File: src/rtl/cfg_chain_loader.sv
// Configuration-chain loader: serialises bitstream words onto the config flop chain, LSB first.
// Optional CRC-16-CCITT check of the shifted stream is enabled with the CFG_CRC_EN macro.
//
// state | meaning
// IDLE  | waiting for start
// LOAD  | accepting words and shifting bits into the chain
// DONE  | one-cycle completion pulse, then back to IDLE
module cfg_chain_loader #(
    parameter int CHAIN_LEN = 64,
    parameter int WORD_W    = 8,
    parameter int CNT_W     = $clog2(CHAIN_LEN + 1)
) (
    input  logic              prog_clk,
    input  logic              pReset,
    input  logic              start,
    input  logic [WORD_W-1:0] s_data,
    input  logic              s_valid,
    output logic              s_ready,
    output logic              ccff_head,
    output logic              cfg_shift_en,
    input  logic [15:0]       expected_crc,
    output logic              busy,
    output logic              done,
    output logic              error
);

    typedef enum logic [1:0] {IDLE, LOAD, DONE} state_t;

    localparam logic [CNT_W-1:0] LEN  = CNT_W'(CHAIN_LEN);
    // A word never carries more bits than the whole chain.
    localparam logic [CNT_W-1:0] STEP = CNT_W'((WORD_W < CHAIN_LEN) ? WORD_W : CHAIN_LEN);

    state_t            state;
    logic [CNT_W-1:0]  bit_cnt;
    logic [CNT_W-1:0]  word_bits;
    logic [CNT_W-1:0]  remaining;
    logic [WORD_W-1:0] shreg;

    assign remaining = LEN - bit_cnt;
    assign s_ready   = (state == LOAD) && (word_bits == '0) && (bit_cnt < LEN);

    always_ff @(posedge prog_clk) begin
        if (pReset) begin
            state        <= IDLE;
            bit_cnt      <= '0;
            word_bits    <= '0;
            shreg        <= '0;
            ccff_head    <= 1'b0;
            cfg_shift_en <= 1'b0;
            busy         <= 1'b0;
            done         <= 1'b0;
        end else begin
            cfg_shift_en <= 1'b0;
            done         <= 1'b0;
            case (state)
                IDLE: begin
                    if (start) begin
                        state     <= LOAD;
                        busy      <= 1'b1;
                        bit_cnt   <= '0;
                        word_bits <= '0;
                    end
                end
                LOAD: begin
                    if (word_bits != '0) begin
                        ccff_head    <= shreg[0];
                        cfg_shift_en <= 1'b1;
                        shreg        <= shreg >> 1;
                        word_bits    <= word_bits - 1'b1;
                        bit_cnt      <= bit_cnt + 1'b1;
                    end else if (bit_cnt == LEN) begin
                        state <= DONE;
                        busy  <= 1'b0;
                        done  <= 1'b1;
                    end else if (s_valid) begin
                        shreg     <= s_data;
                        word_bits <= (remaining > STEP) ? STEP : remaining;
                    end
                end
                DONE: state <= IDLE;
                default: state <= IDLE;
            endcase
        end
    end

`ifdef CFG_CRC_EN
    logic [15:0] crc;
    logic [15:0] crc_next;
    logic        crc_fb;
    logic        err_q;

    assign crc_fb   = crc[15] ^ shreg[0];
    assign crc_next = {crc[14:0], 1'b0} ^ (crc_fb ? 16'h1021 : 16'h0000);

    // The bit being shifted this edge is the one that appears on ccff_head next cycle.
    always_ff @(posedge prog_clk) begin
        if (pReset) begin
            crc   <= 16'hFFFF;
            err_q <= 1'b0;
        end else if (state == IDLE && start) begin
            crc   <= 16'hFFFF;
            err_q <= 1'b0;
        end else if (state == LOAD && word_bits != '0) begin
            crc <= crc_next;
        end else if (state == LOAD && bit_cnt == LEN) begin
            err_q <= (crc != expected_crc);
        end
    end

    assign error = err_q;
`else
    logic unused_crc;
    assign unused_crc = ^expected_crc;
    assign error      = 1'b0;
`endif

endmodule
File: config.mk
export PLATFORM = sky130hd
export DESIGN_NAME = cfg_chain_loader
export DESIGN_NICKNAME = d
export VERILOG_FILES = /design/src/rtl/cfg_chain_loader.sv
export SDC_FILE = /design/constraint.sdc
export NUM_CORES = 1
export LEC_CHECK = 0
export BUFFER_PORTS_ARGS = -buffer_cell sky130_fd_sc_hd__buf_2
export CORE_ASPECT_RATIO = 1.25
export CORE_UTILIZATION = 45
export CTS_BUF_LIST = sky130_fd_sc_hd__clkbuf_8
export CTS_CLUSTER_DIAMETER = 60
export DETAILED_ROUTE_END_ITERATION = 12
export PLACE_DENSITY_LB_ADDON = 0.2
export SYNTH_ARGS = -nofsm -noshare
export SYNTH_HDL_FRONTEND = slang
export SYNTH_SLANG_ARGS = --single-unit
File: constraint.sdc
create_clock -name prog_clk -period 1.85 [get_ports prog_clk]
set_input_delay 0.2775 -clock prog_clk [delete_from_list [all_inputs] [get_ports prog_clk]]
set_output_delay 0.2775 -clock prog_clk [all_outputs]
set_load 0.02 [all_outputs]
==> flow_summary.html, run 1 <==
<table>
<tr><th>Metric</th><th>Value</th></tr>
<tr><th colspan="2">Placed design</th></tr>
<tr><td>Routability-driven placement congestion ratio</td><td>0.865</td></tr>
<tr><td>Detailed-placement wirelength estimate</td><td>2840 um</td></tr>
<tr><td>IO buf count</td><td>16</td></tr>
<tr><td>Placed cell count</td><td>253</td></tr>
<tr><td>Setup Slack @ Placement</td><td>31.9 ps</td></tr>
<tr><th colspan="2">Routing</th></tr>
<tr><td>Count of antenna-violating nets left after detailed routing</td><td>0</td></tr>
<tr><td>Post-detailed-route wirelength per cell</td><td>14.6 um</td></tr>
<tr><td>Detailed-routing iteration count for the pre-antenna-repair pass</td><td>4</td></tr>
<tr><td>Total detailed-routing wirelength</td><td>3760 um</td></tr>
<tr><td>Post-detailed-route via-to-cell ratio</td><td>5.87</td></tr>
<tr><td>Count of unresolved DRC violations after routing</td><td>0</td></tr>
<tr><td>Total via count in the routed design</td><td>1509</td></tr>
<tr><td>Number of violations reported at the end of detailed-routing iteration 0</td><td>45</td></tr>
<tr><th colspan="2">Yosys</th></tr>
<tr><td>Most instantiated library cell after synthesis</td><td>sky130_fd_sc_hd__nand2_1</td></tr>
<tr><td>Largest family of logic cells by synthesized area</td><td>simple AND/OR/NAND/NOR gates</td></tr>
<tr><td>Share of synthesized area spent on multiplexers</td><td>0%</td></tr>
<tr><td>Gate count after technology mapping</td><td>194</td></tr>
<tr><td>Total number of yosys warnings</td><td>0</td></tr>
<tr><td>Net Count, Synth</td><td>227</td></tr>
<tr><td>Average instance area after synthesis</td><td>8.42 um^2</td></tr>
<tr><td>Synth unique cells</td><td>45</td></tr>
<tr><td>Commonest register cell after synthesis</td><td>sky130_fd_sc_hd__dfxtp_1</td></tr>
<tr><td>Adder and majority cell fraction of the synthesized area</td><td>3.83%</td></tr>
<tr><td>Simple-Gate Fraction of Synth Area</td><td>27.6%</td></tr>
<tr><td>Library cell with the largest summed area after synthesis</td><td>sky130_fd_sc_hd__dfxtp_1</td></tr>
<tr><td>Synth async-reset ratio</td><td>0%</td></tr>
<tr><td>Largest cells by area after synthesis</td><td>sky130_fd_sc_hd__dfxtp_1 34%, sky130_fd_sc_hd__nand2_1 6.7%, sky130_fd_sc_hd__a311oi_2 6.4%, sky130_fd_sc_hd__nor2_1 5.3%, sky130_fd_sc_hd__a21oi_1 4.6%</td></tr>
<tr><td>Compound-gate portion of the synthesized area</td><td>23.6%</td></tr>
<tr><td>Most numerous cell types in the synthesized netlist</td><td>29 x sky130_fd_sc_hd__nand2_1, 28 x sky130_fd_sc_hd__dfxtp_1, 23 x sky130_fd_sc_hd__nor2_1</td></tr>
<tr><td>Post-synthesis xor/xnor area fraction</td><td>4.82%</td></tr>
<tr><td>Sequential fraction of the synthesis area</td><td>34.3%</td></tr>
<tr><td>Portion of synthesized cell area occupied by the leading cell type</td><td>34.3%</td></tr>
<tr><td>Post-synthesis cell area</td><td>1630 um^2</td></tr>
<tr><td>Number of synthesized register bits</td><td>28</td></tr>
<tr><td>Number of enable flip-flop cells after synthesis</td><td>0</td></tr>
<tr><th colspan="2">Die</th></tr>
<tr><td>Std cell rows</td><td>24</td></tr>
<tr><td>I/O pin total</td><td>34</td></tr>
<tr><td>Die outline area</td><td>3880 um^2</td></tr>
<tr><td>Die span in x</td><td>55.9 um</td></tr>
<tr><td>Vertical die dimension</td><td>69.4 um</td></tr>
<tr><td>Area of the core</td><td>3480 um^2</td></tr>
<tr><td>Starting Density</td><td>46.9%</td></tr>
<tr><th colspan="2">Timing</th></tr>
<tr><td>Final worst setup slack</td><td>-73.1 ps</td></tr>
<tr><td>Setup repair after global routing missed its margin</td><td>yes</td></tr>
<tr><td>Setup clock skew after layout</td><td>1.81 ps</td></tr>
<tr><td>Fin. Hold Viols</td><td>0</td></tr>
<tr><td>Total Negative Setup Slacks</td><td>-73.1 ps</td></tr>
<tr><td>Worst hold slack</td><td>275 ps</td></tr>
<tr><td>Final Critical Period</td><td>1920 ps</td></tr>
<tr><td>Pins Over Slew Limit</td><td>0</td></tr>
<tr><td>Final Cycle Share</td><td>104%</td></tr>
<tr><td>Top achievable clock speed</td><td>520 MHz</td></tr>
<tr><td>Total setup violations reported at the end of the flow</td><td>1</td></tr>
<tr><th colspan="2">Clocking</th></tr>
<tr><td>Clk slew on worst S/H paths</td><td>90 ps</td></tr>
<tr><td>CTS max path bufs</td><td>2</td></tr>
<tr><td>CTS buffer count</td><td>3</td></tr>
<tr><td>H-tree levels</td><td>1</td></tr>
<tr><td>CTS root buffer</td><td>sky130_fd_sc_hd__clkbuf_8</td></tr>
<tr><td>Hold buffer count at cts</td><td>0</td></tr>
<tr><td>Total number of clock tree sinks</td><td>28</td></tr>
<tr><td>Clock insertion delay at the later pin of the skew report</td><td>280 ps</td></tr>
<tr><td>TritonCTS clock tree</td><td>yes</td></tr>
<tr><th colspan="2">Cells and area</th></tr>
<tr><td>Syn-to-layout area delta</td><td>17.7%</td></tr>
<tr><td>Fin nets</td><td>253</td></tr>
<tr><td>Fraction of layout instances using a drive strength above 1</td><td>28.4%</td></tr>
<tr><td>Final antenna diode count</td><td>0</td></tr>
<tr><td>Layout fillers</td><td>323</td></tr>
<tr><td>Final Non-Filler Cells</td><td>257</td></tr>
<tr><th colspan="2">Setup path</th></tr>
<tr><td>Data required time at the worst endpoint</td><td>1570 ps</td></tr>
<tr><td>Worst R2R End</td><td>shreg[3]</td></tr>
<tr><td>FF-to-FF Start</td><td>word_bits[1]</td></tr>
<tr><td>Worst setup EP type</td><td>primary output</td></tr>
<tr><td>Crit path cell chain</td><td>or4_4, nor2_4, nand2_2, a21oi_2, buf_6</td></tr>
<tr><td>Worst Path Class, Setup</td><td>reg2out</td></tr>
<tr><td>Crit path max fanout</td><td>2</td></tr>
<tr><td>Cells on worst reg2reg path</td><td>8</td></tr>
<tr><td>Setup slack, reg-to-reg</td><td>60 ps</td></tr>
<tr><td>Data arrival time of the critical path</td><td>1650 ps</td></tr>
<tr><td>Buffering stage count on the worst path with inverters included</td><td>1</td></tr>
<tr><td>Crit path max-delay family</td><td>simple AND/OR/NAND/NOR gates</td></tr>
<tr><td>Critical-path cell with the highest stage delay</td><td>sky130_fd_sc_hd__or4_4</td></tr>
<tr><td>Slowest Stage Delay on Critical Path</td><td>550 ps</td></tr>
<tr><td>Kind of launch point of the worst setup path</td><td>flop</td></tr>
<tr><th colspan="2">Global routing</th></tr>
<tr><td>Met3 routing resource usage after global routing</td><td>2.24%</td></tr>
<tr><td>Overflow left after global routing</td><td>0</td></tr>
<tr><td>Global routing met2 resource utilization</td><td>38.3%</td></tr>
<tr><td>Number of antenna violations at the first check in global routing</td><td>0</td></tr>
<tr><td>Global-route wire length before repair</td><td>6640 um</td></tr>
<tr><td>M1 GR Usage</td><td>25.9%</td></tr>
<tr><td>Total track usage</td><td>21.2%</td></tr>
<tr><td>Pin count of the biggest net entering global routing</td><td>22</td></tr>
<tr><td>Number of global-route vias before repair</td><td>1488</td></tr>
<tr><td>Busiest metal layer after global routing</td><td>met2</td></tr>
<tr><th colspan="2">Run status</th></tr>
<tr><td>Outcome</td><td>finished, violations left</td></tr>
<tr><td>Violations in the final reports</td><td>setup timing</td></tr>
<tr><th colspan="2">Power</th></tr>
<tr><td>Leakage</td><td>0.736 nW</td></tr>
<tr><td>VDD IR-drop max</td><td>0.929 mV</td></tr>
<tr><td>Power per standard cell area</td><td>1600 nW/um^2</td></tr>
<tr><th colspan="2">Min path</th></tr>
<tr><td>Worst min path class</td><td>in2reg</td></tr>
<tr><td>Hold Crit Endpoint</td><td>shreg[0]</td></tr>
<tr><td>Hold path cells</td><td>3</td></tr>
<tr><td>Hold path startpoint</td><td>s_data[0]</td></tr>
<tr><th colspan="2">Job</th></tr>
<tr><td>Number of max-capacitance violations reported</td><td>0</td></tr>
</table>
[through the flow]
step	total power, W	util (%)	area, um^2
2_1_floorplan	0.00214	-	1650
3_3_place_gp	0.00257	52.6	1830
3_5_place_dp	0.00262	52.6	1830
4_1_cts	0.00304	54.5	1900
5_1_grt	0.00332	55.2	1920
6_report	0.00308	55.2	1920
[worst min-delay path: cells and delay by family]
kind	cells	cell delay (ps)
simple gates	1	60
buf+inv	1	90
compound gates	1	80
[metal layers]
metal	vias to the layer above	routed length, um	part of all wire [%]
met1	720	1550	41
li1	738	-	-
met4	0	45	1.2
met5	-	0	0
met3	4	173	4.6
met2	47	1990	53
[registers in the layout, summed over array words and instances, names as in the netlist]
| register | flops |
|---|---|
| cfg_shift_en | 1 |
| shreg | 8 |
| done | 1 |
| bit_cnt | 7 |
| state | 2 |
| busy | 1 |
| ccff_head | 1 |
| word_bits | 7 |
[area by class of cell]
type                    count  area, um^2  area share [%]
multi-input cells         149        1020            53.2
flip-flops and latches     28         568            29.5
repair buffers             32         219            11.4
clock buffers               3        41.3            2.15
well taps                  39        48.8            2.54
inverters                   6        22.5            1.17
[cell families (layout without fill, tap and decap cells)]
logic type | Yosys count | after routing
xor+xnor | 9 | 9
simple gates | 86 | 86
fa+ha+maj | 5 | 5
flops | 28 | 28
buf+inv | 17 | 41
compound gates | 48 | 48
other cells | 1 | 1
[power by group]
group / internal (W) / leakage (nW) / switching (W)
Sequential: 0.000774 / 0.231 / 0.000120
Combinational: 0.000780 / 0.483 / 0.00107
Clock: 0.000147 / 0.0216 / 0.000191
Total: 0.00170 / 0.736 / 0.00138
[worst max-delay path by stage]
| stage | start | endpoint | slack [ps] | depth (start not counted) |
|---|---|---|---|---|
| final | word_bits[3] | s_ready | -70 | 5 |
| after global routing | word_bits[3] | s_ready | -140 | 5 |
| after CTS | word_bits[3] | s_ready | -80 | 5 |
| after global placement | word_bits[1] | shreg[6] | 80 | 8 |
| after floorplan | bit_cnt[0] | word_bits[3] | 8 | 8 |
| after detailed placement | word_bits[1] | shreg[3] | 30 | 8 |
[repair_timing]
action                     CTS  global route
setup endpoints to repair    2            13
gates resized for setup      8             7
pin swaps                    0             1
setup buffers                1             0
hold endpoints to repair     0             0
[cells in the final DEF (no fill, tap or decap), types with 2 or more instances in the layout]
master | netlist | final
sky130_fd_sc_hd__nor2_1 | 23 | 23
sky130_fd_sc_hd__a211oi_1 | 3 | 3
sky130_fd_sc_hd__dfxtp_2 | 0 | 3
sky130_fd_sc_hd__xor2_1 | 6 | 6
sky130_fd_sc_hd__buf_4 | 1 | 15
sky130_fd_sc_hd__dfxtp_1 | 28 | 24
sky130_fd_sc_hd__nor3_1 | 8 | 8
sky130_fd_sc_hd__xnor2_1 | 3 | 3
sky130_fd_sc_hd__o2111ai_1 | 2 | 2
sky130_fd_sc_hd__o211ai_1 | 3 | 3
sky130_fd_sc_hd__nand2_2 | 0 | 2
sky130_fd_sc_hd__a21oi_1 | 15 | 14
sky130_fd_sc_hd__nand4_1 | 5 | 5
sky130_fd_sc_hd__buf_2 | 1 | 15
sky130_fd_sc_hd__nor4_4 | 2 | 2
sky130_fd_sc_hd__nand2_1 | 29 | 27
sky130_fd_sc_hd__o21ai_0 | 5 | 5
sky130_fd_sc_hd__nor2b_1 | 3 | 2
sky130_fd_sc_hd__clkbuf_8 | 0 | 3
sky130_fd_sc_hd__and3_1 | 2 | 2
sky130_fd_sc_hd__nor4_1 | 2 | 2
sky130_fd_sc_hd__ha_1 | 5 | 5
sky130_fd_sc_hd__inv_1 | 6 | 6
sky130_fd_sc_hd__a311oi_2 | 7 | 7
sky130_fd_sc_hd__nand2b_1 | 4 | 4
No activity file was read; power rests on OpenSTA's default activity.
==> run 2: changes to the inputs <==
--- a/config.mk
+++ b/config.mk
@@ -5,11 +5,13 @@
 export SDC_FILE = /design/constraint.sdc
 export NUM_CORES = 1
 export LEC_CHECK = 0
+export ABC_AREA = 1
 export BUFFER_PORTS_ARGS = -buffer_cell sky130_fd_sc_hd__buf_2
 export CORE_ASPECT_RATIO = 1.25
 export CORE_UTILIZATION = 45
 export CTS_BUF_LIST = sky130_fd_sc_hd__clkbuf_8
 export CTS_CLUSTER_DIAMETER = 60
+export CTS_CLUSTER_SIZE = 8
 export DETAILED_ROUTE_END_ITERATION = 12
 export PLACE_DENSITY_LB_ADDON = 0.2
 export SYNTH_ARGS = -nofsm -noshare
==> run 2 against run 1 <==
Net effect: the flow now finishes without violations; via count up 3.9%; power is 17% higher; highest routed layer unchanged; clock skew rose by 3.4 ps; sequential cell count stayed put; worst hold slack worse by 8.4 ps.
==> flow_summary.html, run 2 <==
<table>
<tr><th>Metric</th><th>Value</th></tr>
<tr><th colspan="2">Timing</th></tr>
<tr><td>Fin. Hold Viols</td><td>0</td></tr>
<tr><td>Setup clock skew after layout</td><td>5.21 ps</td></tr>
<tr><td>Worst hold slack</td><td>266 ps</td></tr>
<tr><td>Slew HR</td><td>65.6%</td></tr>
<tr><td>Final Cycle Share</td><td>95.4%</td></tr>
<tr><td>Final Critical Period</td><td>1760 ps</td></tr>
<tr><td>Actual slew at the worst max-slew pin</td><td>515 ps</td></tr>
<tr><td>Pins Over Slew Limit</td><td>0</td></tr>
<tr><td>Top achievable clock speed</td><td>567 MHz</td></tr>
<tr><td>Setup repair after global routing missed its margin</td><td>no</td></tr>
<tr><td>Total setup violations reported at the end of the flow</td><td>0</td></tr>
<tr><td>Total Negative Setup Slacks</td><td>0 ps</td></tr>
<tr><th colspan="2">Clocking</th></tr>
<tr><td>Total number of clock tree sinks</td><td>28</td></tr>
<tr><td>Clk slew on worst S/H paths</td><td>100 ps</td></tr>
<tr><td>Clock insertion delay at the later pin of the skew report</td><td>270 ps</td></tr>
<tr><td>CTS root buffer</td><td>sky130_fd_sc_hd__clkbuf_8</td></tr>
<tr><td>CTS max path bufs</td><td>2</td></tr>
<tr><td>CTS buffer count</td><td>3</td></tr>
<tr><td>H-tree levels</td><td>1</td></tr>
<tr><td>TritonCTS clock tree</td><td>yes</td></tr>
<tr><td>Hold buffer count at cts</td><td>0</td></tr>
<tr><th colspan="2">Die</th></tr>
<tr><td>Starting Density</td><td>47.3%</td></tr>
<tr><td>Area of the core</td><td>3820 um^2</td></tr>
<tr><td>Die span in x</td><td>58.7 um</td></tr>
<tr><td>I/O pin total</td><td>34</td></tr>
<tr><td>Std cell rows</td><td>25</td></tr>
<tr><td>Vertical die dimension</td><td>72.8 um</td></tr>
<tr><td>Die outline area</td><td>4270 um^2</td></tr>
<tr><th colspan="2">Yosys</th></tr>
<tr><td>Post-synthesis cell area</td><td>1810 um^2</td></tr>
<tr><td>Number of synthesized register bits</td><td>28</td></tr>
<tr><td>Most numerous cell types in the synthesized netlist</td><td>71 x sky130_fd_sc_hd__nand2_1, 35 x sky130_fd_sc_hd__nor2_1, 28 x sky130_fd_sc_hd__dfxtp_1</td></tr>
<tr><td>Average instance area after synthesis</td><td>7.09 um^2</td></tr>
<tr><td>Library cell with the largest summed area after synthesis</td><td>sky130_fd_sc_hd__dfxtp_1</td></tr>
<tr><td>Synth async-reset ratio</td><td>0%</td></tr>
<tr><td>Most instantiated library cell after synthesis</td><td>sky130_fd_sc_hd__nand2_1</td></tr>
<tr><td>Portion of synthesized cell area occupied by the leading cell type</td><td>31.0%</td></tr>
<tr><td>Number of enable flip-flop cells after synthesis</td><td>0</td></tr>
<tr><td>Sequential fraction of the synthesis area</td><td>31.0%</td></tr>
<tr><td>Commonest register cell after synthesis</td><td>sky130_fd_sc_hd__dfxtp_1</td></tr>
<tr><td>Total number of yosys warnings</td><td>0</td></tr>
<tr><td>Largest cells by area after synthesis</td><td>sky130_fd_sc_hd__dfxtp_1 31%, sky130_fd_sc_hd__nand2_1 15%, sky130_fd_sc_hd__nor2_1 7.3%, sky130_fd_sc_hd__nand2_8 4.4%, sky130_fd_sc_hd__nand3_1 3.6%</td></tr>
<tr><td>Synth unique cells</td><td>33</td></tr>
<tr><td>Net Count, Synth</td><td>288</td></tr>
<tr><td>Gate count after technology mapping</td><td>255</td></tr>
<tr><th colspan="2">Cells and area</th></tr>
<tr><td>Final Non-Filler Cells</td><td>329</td></tr>
<tr><td>Fraction of layout instances using a drive strength above 1</td><td>27.3%</td></tr>
<tr><td>Top register by number of flip-flops</td><td>shreg</td></tr>
<tr><td>Final antenna diode count</td><td>0</td></tr>
<tr><td>Commonest cells after routing, fill and taps aside</td><td>71 x sky130_fd_sc_hd__nand2_1, 35 x sky130_fd_sc_hd__nor2_1, 24 x sky130_fd_sc_hd__dfxtp_1</td></tr>
<tr><td>Largest registers in the final layout</td><td>shreg (8), bit_cnt (7), word_bits (7)</td></tr>
<tr><td>Post-layout util</td><td>53.5%</td></tr>
<tr><td>Fin nets</td><td>309</td></tr>
<tr><td>Most frequent standard cell in the layout excluding fill and tap cells</td><td>sky130_fd_sc_hd__nand2_1</td></tr>
<tr><td>Post-route standard cell area excluding fillers</td><td>2040 um^2</td></tr>
<tr><td>Syn-to-layout area delta</td><td>13.0%</td></tr>
<tr><td>Max FFs per register</td><td>8</td></tr>
<tr><th colspan="2">Global routing</th></tr>
<tr><td>Number of global-route vias before repair</td><td>1439</td></tr>
<tr><td>Number of antenna violations at the first check in global routing</td><td>0</td></tr>
<tr><td>Global-route wire length before repair</td><td>6270 um</td></tr>
<tr><td>Pin count of the biggest net entering global routing</td><td>17</td></tr>
<tr><td>Total track usage</td><td>19.0%</td></tr>
<tr><td>Overflow left after global routing</td><td>0</td></tr>
<tr><th colspan="2">Placed design</th></tr>
<tr><td>Placed cell count</td><td>322</td></tr>
<tr><td>Area of placed instances</td><td>1930 um^2</td></tr>
<tr><td>Detailed-placement wirelength estimate</td><td>2680 um</td></tr>
<tr><td>IO buf count</td><td>16</td></tr>
<tr><td>Routability-driven placement congestion ratio</td><td>0.794</td></tr>
<tr><th colspan="2">Power</th></tr>
<tr><td>Leakage</td><td>0.939 nW</td></tr>
<tr><td>Power per standard cell area</td><td>1770 nW/um^2</td></tr>
<tr><td>VDD IR-drop max</td><td>0.701 mV</td></tr>
<tr><th colspan="2">Setup path</th></tr>
<tr><td>Data required time at the worst endpoint</td><td>1570 ps</td></tr>
<tr><td>Kind of launch point of the worst setup path</td><td>flop</td></tr>
<tr><td>Worst Path Class, Setup</td><td>reg2out</td></tr>
<tr><td>Data arrival time of the critical path</td><td>1490 ps</td></tr>
<tr><td>Worst setup EP type</td><td>primary output</td></tr>
<tr><td>Crit path max fanout</td><td>3</td></tr>
<tr><th colspan="2">Routing</th></tr>
<tr><td>Total detailed-routing wirelength</td><td>3700 um</td></tr>
<tr><td>Number of violations reported at the end of detailed-routing iteration 0</td><td>59</td></tr>
<tr><td>Count of unresolved DRC violations after routing</td><td>0</td></tr>
<tr><td>Count of antenna-violating nets left after detailed routing</td><td>0</td></tr>
<tr><td>Post-detailed-route wirelength per cell</td><td>11.2 um</td></tr>
<tr><td>Total via count in the routed design</td><td>1568</td></tr>
<tr><td>Post-detailed-route via-to-cell ratio</td><td>4.77</td></tr>
<tr><td>Detailed-routing iteration count for the pre-antenna-repair pass</td><td>4</td></tr>
<tr><th colspan="2">Min path</th></tr>
<tr><td>Worst min path class</td><td>in2reg</td></tr>
<tr><th colspan="2">Job</th></tr>
<tr><td>Number of max-capacitance violations reported</td><td>0</td></tr>
<tr><th colspan="2">Run status</th></tr>
<tr><td>Outcome</td><td>finished clean</td></tr>
</table>
==> run 2: layout make-up <==
class	instances	area, um^2
clock buffers	4	55.1
flip-flops and latches	28	568
well taps	54	67.6
multi-input cells	194	1100
repair buffers	23	139
fillers	412	1780
inverters	26	110
==> run 2: per-stage QoR <==
stage / power [W] / worst slack (ps)
floorplan: 0.00268 / 329
global placement: 0.00306 / 210
detailed placement: 0.00308 / 218
CTS: 0.00354 / 2.38
global route: 0.00393 / 3.56
finish: 0.00360 / 85.7
==> run 2: final timing paths <==
kind / from / depth (start not counted) / slack [ps] / endpoint
min: s_data[7] / 3 / 270 / shreg[7]
max: word_bits[0] / 8 / 90 / s_ready
min reg2reg: busy / 2 / 470 / busy
max reg2reg: word_bits[0] / 11 / 210 / shreg[6]
==> run 2: power breakdown <==
part	internal (W)	switching, W
sequential	0.000791	0.000121
combinational	0.000833	0.00147
clock	0.000191	0.000195
==> run 2: repair_timing <==
item / CTS / global route
gates cloned: 0 / 0
buffers inserted: 1 / 2
endpoints found under the setup margin: 1 / 1
resized for setup: 2 / 12
pin swaps: 1 / 3
==> run 2: worst max-delay path: stages (launching register included) <==
cell and delay [ps]:
sky130_fd_sc_hd__dfxtp_2 330, sky130_fd_sc_hd__inv_2 60, sky130_fd_sc_hd__ha_1 140, sky130_fd_sc_hd__inv_1 60, sky130_fd_sc_hd__nor2_4 150, sky130_fd_sc_hd__nand2_8 70, sky130_fd_sc_hd__nor2_4 90, sky130_fd_sc_hd__and3_4 190
sky130_fd_sc_hd__buf_6 110
==> run 2: per-layer routing <==
layer | up-vias | track usage (%) | routed length (um) | share of wire (%)
met1 | 711 | 22.3 | 1660 | 45
li1 | 842 | - | - | -
met4 | 0 | 4.76 | 19 | 0.51
met3 | 2 | 2.13 | 59 | 1.6
met2 | 13 | 36.1 | 1960 | 53
met5 | - | 0 | 0 | 0
==> run 2: cells by family (layout without fill, tap and decap cells) <==
family | count (synthesis) | after routing | synth area share [%]
buf+inv | 33 | 53 | 9.28
compound gates | 27 | 27 | 8.10
other cells | 1 | 1 | 0.208
fa+ha+maj | 5 | 5 | 3.46
simple gates | 156 | 156 | 45.5
xor+xnor | 5 | 5 | 2.42
flops | 28 | 28 | 31.0
